==> config.mk <==
export PLATFORM = sky130hd
export DESIGN_NAME = issue_scoreboard
export DESIGN_NICKNAME = d
export VERILOG_FILES = /design/src/rtl/issue_scoreboard_pkg.sv /design/src/rtl/issue_scoreboard_sb_counter.sv /design/src/rtl/issue_scoreboard.sv
export SDC_FILE = /design/constraint.sdc
export NUM_CORES = 1
export LEC_CHECK = 0
export CAP_MARGIN = 30
export CORE_ASPECT_RATIO = 0.75
export CORE_MARGIN = 2
export CORE_UTILIZATION = 25
export CTS_CLUSTER_DIAMETER = 30
export DETAILED_ROUTE_END_ITERATION = 8
export SETUP_SLACK_MARGIN = 0.02
export SLEW_MARGIN = 10
export SYNTH_ARGS = -nofsm -noshare
export SYNTH_HDL_FRONTEND = slang
export SYNTH_SLANG_ARGS = --single-unit
==> constraint.sdc <==
create_clock -name clk -period 3.6 [get_ports clk]
set_clock_uncertainty 0.2 [all_clocks]
set_input_delay 0.54 -clock clk [delete_from_list [all_inputs] [get_ports clk]]
set_output_delay 0.54 -clock clk [all_outputs]
set_load 0.005 [all_outputs]
==> src/rtl/issue_scoreboard_pkg.sv <==
// -----------------------------------------------------------------------------
// issue_scoreboard_pkg
// Shared types and helpers for the register-hazard scoreboard.
//   reg_idx_t     : architectural register index (x0..x31)
//   NUM_ARCH_REGS : number of architectural registers
//   reg_decode    : one-hot decode of a register index over x1..x31
// -----------------------------------------------------------------------------
package issue_scoreboard_pkg;

    localparam int unsigned NUM_ARCH_REGS = 32;
    localparam int unsigned REG_IDX_W     = 5;

    typedef logic [REG_IDX_W-1:0] reg_idx_t;

    // x0 has no slot in the result, so any event naming x0 decodes to nothing.
    function automatic logic [NUM_ARCH_REGS-1:1] reg_decode(input reg_idx_t idx,
                                                            input logic     en);
        logic [NUM_ARCH_REGS-1:1] hit;
        hit = '0;
        for (int unsigned r = 1; r < NUM_ARCH_REGS; r++) begin
            hit[r] = en && (idx == reg_idx_t'(r));
        end
        return hit;
    endfunction

endpackage

==> src/rtl/issue_scoreboard_sb_counter.sv <==
// -----------------------------------------------------------------------------
// sb_counter
// Pending-write counter for one architectural register.
//   clk, rst     : core clock, asynchronous active-low reset
//   inc_i        : a write to this register issues this cycle
//   dec_wb_i     : a write to this register retires this cycle
//   dec_kill_i   : a write to this register is squashed this cycle
//   cnt_o        : current pending count
//   nonzero_o    : count != 0
//   is_one_o     : count == 1
//   is_max_o     : count == 2**CNT_W-1
//   underflow_o  : this cycle's update would go negative (count held at 0)
// -----------------------------------------------------------------------------
module sb_counter
    import issue_scoreboard_pkg::*;
#(
    parameter int unsigned CNT_W = 2
) (
    input  logic             clk,
    input  logic             rst,
    input  logic             inc_i,
    input  logic             dec_wb_i,
    input  logic             dec_kill_i,
    output logic [CNT_W-1:0] cnt_o,
    output logic             nonzero_o,
    output logic             is_one_o,
    output logic             is_max_o,
    output logic             underflow_o
);

    localparam int unsigned SUM_W = CNT_W + 2;
    localparam logic signed [SUM_W-1:0] MAX_S = $signed({2'b00, {CNT_W{1'b1}}});

    logic [CNT_W-1:0]        cnt_q, cnt_d;
    logic signed [SUM_W-1:0] sum_s;

    // Two guard bits cover the full -2..+1 net swing before truncation.
    always_comb begin
        sum_s = $signed({2'b00, cnt_q})
              + $signed(SUM_W'(inc_i))
              - $signed(SUM_W'(dec_wb_i))
              - $signed(SUM_W'(dec_kill_i));
        underflow_o = sum_s[SUM_W-1];
        cnt_d       = underflow_o ? '0 : sum_s[CNT_W-1:0];
    end

    always_ff @(posedge clk or negedge rst) begin
        if (!rst) begin
            cnt_q <= '0;
        end else begin
            cnt_q <= cnt_d;
        end
    end

    // Saturation stalls issue upstream, so the sum can never pass max.
    always_ff @(posedge clk) begin
        if (rst) begin
            assert (sum_s <= MAX_S);
        end
    end

    assign cnt_o     = cnt_q;
    assign nonzero_o = |cnt_q;
    assign is_one_o  = (cnt_q == CNT_W'(1));
    assign is_max_o  = &cnt_q;

endmodule

==> src/rtl/issue_scoreboard.sv <==
// -----------------------------------------------------------------------------
// issue_scoreboard
// Register-hazard controller between decode and register-file read/issue.
//   clk, rst                 : core clock, asynchronous active-low reset
//   dec_valid_i              : decoded instruction present
//   dec_rs1_i/dec_rs2_i      : source indices, qualified by dec_use_rs*_i
//   dec_rd_i                 : destination index, qualified by dec_wr_rd_i
//   wb_valid_i/wb_rd_i       : writeback retirement
//   kill_valid_i/kill_rd_i   : squash of a previously issued write
//   stall_o                  : hold decode
//   issue_o                  : dec_valid_i & ~stall_o
//   busy_o                   : per-register pending count nonzero (bit 0 = 0)
//   err_o                    : sticky counter-underflow flag
// -----------------------------------------------------------------------------
module issue_scoreboard
    import issue_scoreboard_pkg::*;
#(
    parameter int unsigned CNT_W     = 2,
    parameter bit          WB_BYPASS = 1'b1
) (
    input  logic                     clk,
    input  logic                     rst,
    input  logic                     dec_valid_i,
    input  reg_idx_t                 dec_rs1_i,
    input  reg_idx_t                 dec_rs2_i,
    input  reg_idx_t                 dec_rd_i,
    input  logic                     dec_use_rs1_i,
    input  logic                     dec_use_rs2_i,
    input  logic                     dec_wr_rd_i,
    input  logic                     wb_valid_i,
    input  reg_idx_t                 wb_rd_i,
    input  logic                     kill_valid_i,
    input  reg_idx_t                 kill_rd_i,
    output logic                     stall_o,
    output logic                     issue_o,
    output logic [NUM_ARCH_REGS-1:0] busy_o,
    output logic                     err_o
);

    typedef logic [CNT_W-1:0] sb_cnt_t;

    logic [NUM_ARCH_REGS-1:1] inc_vec, wb_vec, kill_vec;
    logic [NUM_ARCH_REGS-1:1] nz_vec, one_vec, max_vec, uf_vec;
    logic [NUM_ARCH_REGS-1:0] one_full, max_full;
    sb_cnt_t                  cnt_arr [NUM_ARCH_REGS];

    logic err_q, err_d;
    logic raw1, raw2, waw_full;

    assign cnt_arr[0] = '0;
    assign one_full   = {one_vec, 1'b0};
    assign max_full   = {max_vec, 1'b0};

    for (genvar r = 1; r < NUM_ARCH_REGS; r++) begin : g_cnt
        sb_counter #(
            .CNT_W (CNT_W)
        ) u_cnt (
            .clk         (clk),
            .rst         (rst),
            .inc_i       (inc_vec[r]),
            .dec_wb_i    (wb_vec[r]),
            .dec_kill_i  (kill_vec[r]),
            .cnt_o       (cnt_arr[r]),
            .nonzero_o   (nz_vec[r]),
            .is_one_o    (one_vec[r]),
            .is_max_o    (max_vec[r]),
            .underflow_o (uf_vec[r])
        );
    end

    // A retiring last write to a source clears its RAW hazard in the same cycle.
    always_comb begin
        raw1 = dec_use_rs1_i && (dec_rs1_i != '0) && (cnt_arr[dec_rs1_i] != '0)
            && !(WB_BYPASS && wb_valid_i && (wb_rd_i == dec_rs1_i) && one_full[dec_rs1_i]);
        raw2 = dec_use_rs2_i && (dec_rs2_i != '0) && (cnt_arr[dec_rs2_i] != '0)
            && !(WB_BYPASS && wb_valid_i && (wb_rd_i == dec_rs2_i) && one_full[dec_rs2_i]);
        // A saturated counter may still take a new write if one retires this cycle.
        waw_full = dec_wr_rd_i && (dec_rd_i != '0) && (cnt_arr[dec_rd_i] == '1)
            && max_full[dec_rd_i] && !(wb_valid_i && (wb_rd_i == dec_rd_i));
        stall_o = dec_valid_i && (raw1 || raw2 || waw_full || err_q);
        issue_o = dec_valid_i && !stall_o;
    end

    assign inc_vec  = reg_decode(dec_rd_i, issue_o && dec_wr_rd_i);
    assign wb_vec   = reg_decode(wb_rd_i, wb_valid_i);
    assign kill_vec = reg_decode(kill_rd_i, kill_valid_i);

    assign err_d = err_q || (|uf_vec);

    always_ff @(posedge clk or negedge rst) begin
        if (!rst) begin
            err_q <= 1'b0;
        end else begin
            err_q <= err_d;
        end
    end

    assign busy_o = {nz_vec, 1'b0};
    assign err_o  = err_q;

endmodule

==> results of run 1 <==
cell usage in the layout (no fill, tap or decap), types with 25 or more instances in the layout:
cell | synthesis | routed
inv_1 | 27 | 25
a21oi_1 | 28 | 28
nor2b_1 | 46 | 39
buf_4 | 36 | 285
nor2_1 | 72 | 45
dfrtp_1 | 63 | 50
fa_2 | 0 | 31
buf_6 | 3 | 61
nand2_1 | 184 | 180
nor3_4 | 0 | 41
ha_1 | 62 | 38
clkdlybuf4s50_1 | 0 | 44
through the flow:
step	TNS (ns)	hold slack (ns)	cell area, µm²
after global placement	-69.08	0.227	10500
after global routing	-19.82	0.426	12900
after floorplan	-0.210	0.0444	7430
after CTS	-13.50	0.401	12300
final	-14.62	0.392	12900
after detailed placement	-68.50	0.229	10500
registers in the layout (all words and copies together), names as in the netlist:
signal and cells:
err_o 1, g_cnt.u_cnt.cnt_o 62
layout make-up:
type	instances	area, µm²
inverter	28	108
clock inverter	1	5.00
timing repair buffer	431	3810
multi-input combinational	740	6620
clock buffer	13	260
fill	2697	15400
tap	385	482
sequential	63	1590
kinds of logic (layout without fill, tap and decap cells):
family	after synthesis	in the layout
compound gates	93	93
mux	13	13
buf+inv	105	473
xor+xnor	15	15
fa+ha+maj	93	93
simple gates	525	525
other cells	1	1
flops	63	63
synthesized netlist by cell type, types with 4 or more instances:
cell type and count:
a211oi_1 8, a21oi_1 28, a31oi_1 12, and2_1 5, and3_1 4, buf_2 19
buf_4 36, clkbuf_1 18, dfrtp_1 63, fa_1 31, ha_1 62, inv_1 27
mux4_2 10, nand2_1 184, nand2b_1 10, nand3_1 21, nand3b_1 6, nand4_1 15
nand4b_1 7, nor2_1 72, nor2b_1 46, nor3_1 60, nor3b_1 29, nor4_1 23
nor4b_1 7, o2111ai_1 6, o21ai_0 13, or2_2 19, or4_1 5, xnor2_1 11
xor2_1 4
layer usage:
| metal | routed length (µm) | track usage, % |
|---|---|---|
| met5 | 0 | 0 |
| met4 | 682 | 5.33 |
| met3 | 4500 | 8.67 |
| met2 | 14600 | 32.9 |
| met1 | 15500 | 31.7 |
timing repair:
action | 4_1_cts | 5_1_grt
pin swaps | 83 | 128
resized for setup | 255 | 140
endpoints found under the hold margin | 8 | 0
gates cloned | 5 | 0
buffers inserted | 42 | 29
endpoints found under the setup margin | 65 | 65
hold buffers | 1 | 0
report_power, final:
group / internal (mW) / switching [mW] / total (mW)
registers: 0.881 / 0.243 / 1.12
logic: 1.78 / 1.40 / 3.18
clock network: 0.495 / 0.334 / 0.829
critical path, cell delays in order:
cell,delay (ns)
dlygate4sd2_1,0.30
buf_6,0.17
a211oi_1,0.25
a21oi_1,0.09
mux4_2,0.46
and3_1,0.21
a211oi_4,0.33
buf_12,0.18
buf_6,0.13
buf_6,0.11
buf_4,0.11
nor3_4,0.04
ha_1,0.29
fa_2,0.26
nor3_4,0.06
nor4_2,0.26
nand4_1,0.13
or2_4,0.24
worst paths after layout:
path / slack, ns / from / cells after the start / to
min: 0.39 / rst / 2 / g_cnt[19].u_cnt.cnt_o[1]
min reg2reg: 0.59 / g_cnt[4].u_cnt.cnt_o[1] / 4 / g_cnt[4].u_cnt.cnt_o[1]
max in group asynchronous: 1.69 / rst / 3 / g_cnt[28].u_cnt.cnt_o[0]
min in group clk: 0.59 / g_cnt[4].u_cnt.cnt_o[1] / 4 / g_cnt[4].u_cnt.cnt_o[1]
max: -0.57 / dec_rs1_i[2] / 18 / err_o
max reg2reg: -0.56 / g_cnt[22].u_cnt.cnt_o[0] / 18 / err_o
==> impl_metrics.toml, run 1 <==
[clocking]
cts_buffer_depth = 2
cts_max_level = 3
tritoncts = "yes"
path_clk_slew_ns = 0.06
cts-root-buf = "clkbuf_16"
cts_buffers = 9
cts_num_sinks = 63
insertion_delay_ns = 0.35

[yosys]
ys_ff_latch = 63
yosys-top-cells-area = "dfrtp_1 22%, ha_1 11%, nand2_1 9.5%, fa_1 8.6%, nor3_1 4.1%"
synth.distinct_cells = 61
yosysTopAreaCellShare_pct = 21.8
synth_edf_count = 0
yosys.area_share.simple_pct = 36.9
synth_area_mm2 = 0.00724
ys.warnings.count = 0
synth_top_area_cell = "dfrtp_1"
ys_seq_area_share_pct = 21.8
synth_compound_area_share_pct = 8.71
avgSynthCellArea_um2 = 7.97
synthAdderAreaFrac_pct = 19.3
syn_nets = 1034
synth_xor_area_share_pct = 1.81
muxShareOfSynthArea_pct = 3.56
netlist_instances = 908
synth_top_family_by_area = "simple AND/OR/NAND/NOR gates"
synthArstFlopShare_pct = 100
synth_flop_cell = "dfrtp_1"

[place]
dp_hpwl_um = 26400
dp_cells = 1594
place_ws_ns = -1.64
place_congestion = 1.00
place.port_buffers = 66

[route]
routed_wl_um = 35200
routedWlPerCell_um = 21.2
vias_per_cell = 5.20
drtIter0Drc = 789
vias = 8636
firstDrtPassIters = 5
drc = 0
ant_nets = 0

[timing]
timing.final.hold_violations = 0
tightest_slew_ns = 0.822
fin_crit_sh_pct = 116
slew_viol_final = 0
setup_viol = 65
fin_crit_ns = 4.17
relSlewSlack_pct = 45.2
fmax_mhz = 240
fin_ws_ns = -0.572
rsz0062_at_grt = "true"

[critical_path]
crit_fanout = 11
critPathKind = "in2reg"
cp.arrival_ns = 4.21
cp-end-kind = "flip-flop"
startpoint_type = "input port"
cp.required_ns = 3.64

[grt]
grt_pass1_wl_um = 51400
grt_max_degree = 56
antenna_found_initial = 0
grt.total_usage_pct = 22.7
grt_overflow = 0
grt_pass1_vias = 8515

[finish]
diodes = 0
finalNonFillerCells = 1661
final_nets = 1399
utilization_pct = 45.6
final_layout_size_suffix_gt1_share_pct = 49.4
syn_to_final_growth_pct = 77.8

[floorplan]
fp.coreArea_mm2 = 0.0282
die_w_um = 201
rows = 53
dieArea_mm2 = 0.0304
start_util_pct = 25.6
pin_count = 68
die_y_um = 151

[power_and_ir_drop]
leakage_nw = 5.57
power_density_mw_per_mm2 = 399
worst_ir_drop_vdd_uv = 273
total_power_mw = 5.14

[run_status]
violations = "setup timing"
outcome = "complete, but fails checks"

[hold_path]
hold_path.class = "in2async"

[job]
max-cap-violations = 0
Note: power is estimated with default switching activity, not from simulation.
==> run 2, diff against run 1 <==
--- a/config.mk
+++ b/config.mk
@@ -7,10 +7,11 @@
 export LEC_CHECK = 0
 export CAP_MARGIN = 30
 export CORE_ASPECT_RATIO = 0.75
-export CORE_MARGIN = 2
 export CORE_UTILIZATION = 25
 export CTS_CLUSTER_DIAMETER = 30
 export DETAILED_ROUTE_END_ITERATION = 8
+export RECOVER_POWER = 25
+export REMOVE_ABC_BUFFERS = 1
 export SETUP_SLACK_MARGIN = 0.02
 export SLEW_MARGIN = 10
 export SYNTH_ARGS = -nofsm -noshare
==> run 2 against run 1 <==
  * The run ends with capacitance limit, slew limit, setup timing left
  * Die area down 2.3%
  * Global-route usage rose by 1.3 points
  * Sequential share of layout area about the same
  * Clock-buffer cell count down 4
  * Clock power down 2%
  * Combinational power down 3%
  * Critical path depth decreased by 1
  * Core utilization is essentially flat
  * Cell count rose by 1.7%
==> impl_metrics.toml, run 2 (synthesis gave the netlist of run 1 again) <==
[finish]
diodes = 0
n_fill_cell = 2640
design_area_mm2 = 0.0129
final_nets = 1425
final_cell_mix = "321 x buf_4, 178 x nand2_1, 54 x dfrtp_1"
largest_reg_flops = 62
syn_to_final_growth_pct = 78.0
layout_commonest_cell = "buf_4"
final_layout_size_suffix_gt1_share_pct = 49.2

[grt]
grt_overflow = 0
grt_pass1_wl_um = 51900
grt.total_usage_pct = 24.0
gr-max-usage-layer = "met1"
grtUsageMet3_pct = 8.43
antenna_found_initial = 0
use_met2_pct = 33.7
grt_max_degree = 33
grt_pass1_vias = 8403
globalRouteMet1Util_pct = 34.6

[floorplan]
dieArea_mm2 = 0.0297
die_y_um = 149
fp.coreArea_mm2 = 0.0282
start_util_pct = 25.6
die_w_um = 199
pin_count = 68
rows = 53

[place]
place.port_buffers = 66
place_ws_ns = -1.84
place_congestion = 0.988
postPlaceCellArea_mm2 = 0.0105
dp_hpwl_um = 26600

[timing]
fmax_mhz = 234
fin_ws_ns = -0.679
slew_viol_final = 32
setup_viol = 65
fin_crit_sh_pct = 119
finalHoldWorstSlack_ns = 0.579
timing.final.hold_violations = 0
fin_setup_tns_ns = -15.31
relSlewSlack_pct = -37.0
tightest_slew_ns = 2.05
rsz0062_at_grt = "true"
fin_crit_ns = 4.28

[critical_path]
worst_path_max_delay_cell = "dfrtp_1"
crit_top_cell = "nor4_4"
cpPeakStageDelay_ns = 0.48
critPathKind = "reg2reg"
cp.arrival_ns = 4.37
crit_family = "simple AND/OR/NAND/NOR gates"
crit_chain = "or2_2 > mux4_2 > mux2i_1 > a32oi_2 > o2111ai_4 > a211oi_4 > buf_12 > buf_6 > buf_16 > nor4_4 > buf_4 > ha_4 > fa_2 > nor3_4 > nor4_4 > nand4_1 > or2_4"
cp-end-kind = "flip-flop"
crit_fanout = 6
cp_num_buf_inv = 4
cp.required_ns = 3.69
startpoint_type = "flip-flop"

[run_status]
outcome = "complete, but fails checks"
violations = "capacitance limit, slew limit, setup timing"

[clocking]
cts_buffers = 9
cts_buffer_depth = 2
cts_max_level = 3
cts.hold.buffers_added = 0
cts_num_sinks = 63
insertion_delay_ns = 0.35
path_clk_slew_ns = 0.06
cts-root-buf = "clkbuf_16"
tritoncts = "yes"

[power_and_ir_drop]
leakage_nw = 5.82
worst_ir_drop_vdd_uv = 249
power_density_mw_per_mm2 = 392
total_power_mw = 5.06

[route]
drtIter0Drc = 1052
vias = 8884
ant_nets = 0
routed_wl_um = 36400
routedWlPerCell_um = 21.5
vias_per_cell = 5.26
firstDrtPassIters = 6
drc = 0

[hold_path]
hold_path.class = "in2async"

[job]
max-cap-violations = 1
[run 2: timing repair]
action | in CTS | in global routing
hold endpoints to repair | 0 | 0
gates resized for setup | 289 | 76
pin swaps | 96 | 75
buffers inserted | 44 | 18
endpoints found under the setup margin | 65 | 65
gates cloned | 6 | 1
[run 2: where the power goes]
| group | leakage, nW | switching, mW | internal [mW] |
|---|---|---|---|
| clock network | 0.131 | 0.357 | 0.459 |
| logic | 4.87 | 1.39 | 1.71 |
| registers | 0.810 | 0.262 | 0.878 |
| total | 5.82 | 2.01 | 3.05 |
[run 2: area by class of cell]
cell class,instances,area [µm²],share of cell area (%)
well taps,385,482,3.74
clock buffers,9,225,1.75
inverters,28,105,0.816
repair buffers,457,4060,31.5
multi-input cells,740,6380,49.5
clock inverters,7,40.0,0.311
flip-flops and latches,63,1590,12.3
[run 2: final timing paths]
check,depth (start not counted),start,end,slack [ns]
max,17,g_cnt[16].u_cnt.cnt_o[0],err_o,-0.68
min,1,rst,g_cnt[14].u_cnt.cnt_o[1],0.58
max reg2reg,17,g_cnt[16].u_cnt.cnt_o[0],err_o,-0.68
min reg2reg,4,g_cnt[3].u_cnt.cnt_o[1],g_cnt[3].u_cnt.cnt_o[1],0.61
max in group asynchronous,1,rst,g_cnt[14].u_cnt.cnt_o[0],1.30
min in group clk,4,g_cnt[3].u_cnt.cnt_o[1],g_cnt[3].u_cnt.cnt_o[1],0.61
[run 2: metal layers]
layer  routed length [µm]  up-vias
met3                 4540       80
li1                     -     3955
met5                    0        -
met1                16100     4299
met2                14800      550
met4                  964        0
[run 2: worst reg2reg max path, stage by stage (launching register included)]
cell,delay (ns)
dfrtp_1,0.48
or2_2,0.36
mux4_2,0.48
mux2i_1,0.18
a32oi_2,0.10
o2111ai_4,0.24
a211oi_4,0.06
buf_12,0.15
buf_6,0.13
buf_16,0.14
nor4_4,0.27
buf_4,0.17
ha_4,0.19
fa_2,0.37
nor3_4,0.37
nor4_4,0.10
nand4_1,0.12
or2_4,0.11
[run 2: through the flow]
| stage | cells | utilization, % |
|---|---|---|
| 6_report | 1689 | 45.6 |
| 3_3_place_gp | 1617 | 37.2 |
| 2_1_floorplan | 831 | - |
| 5_1_grt | 1689 | 45.6 |
| 3_5_place_dp | 1617 | 37.2 |
| 4_1_cts | 1671 | 44.0 |
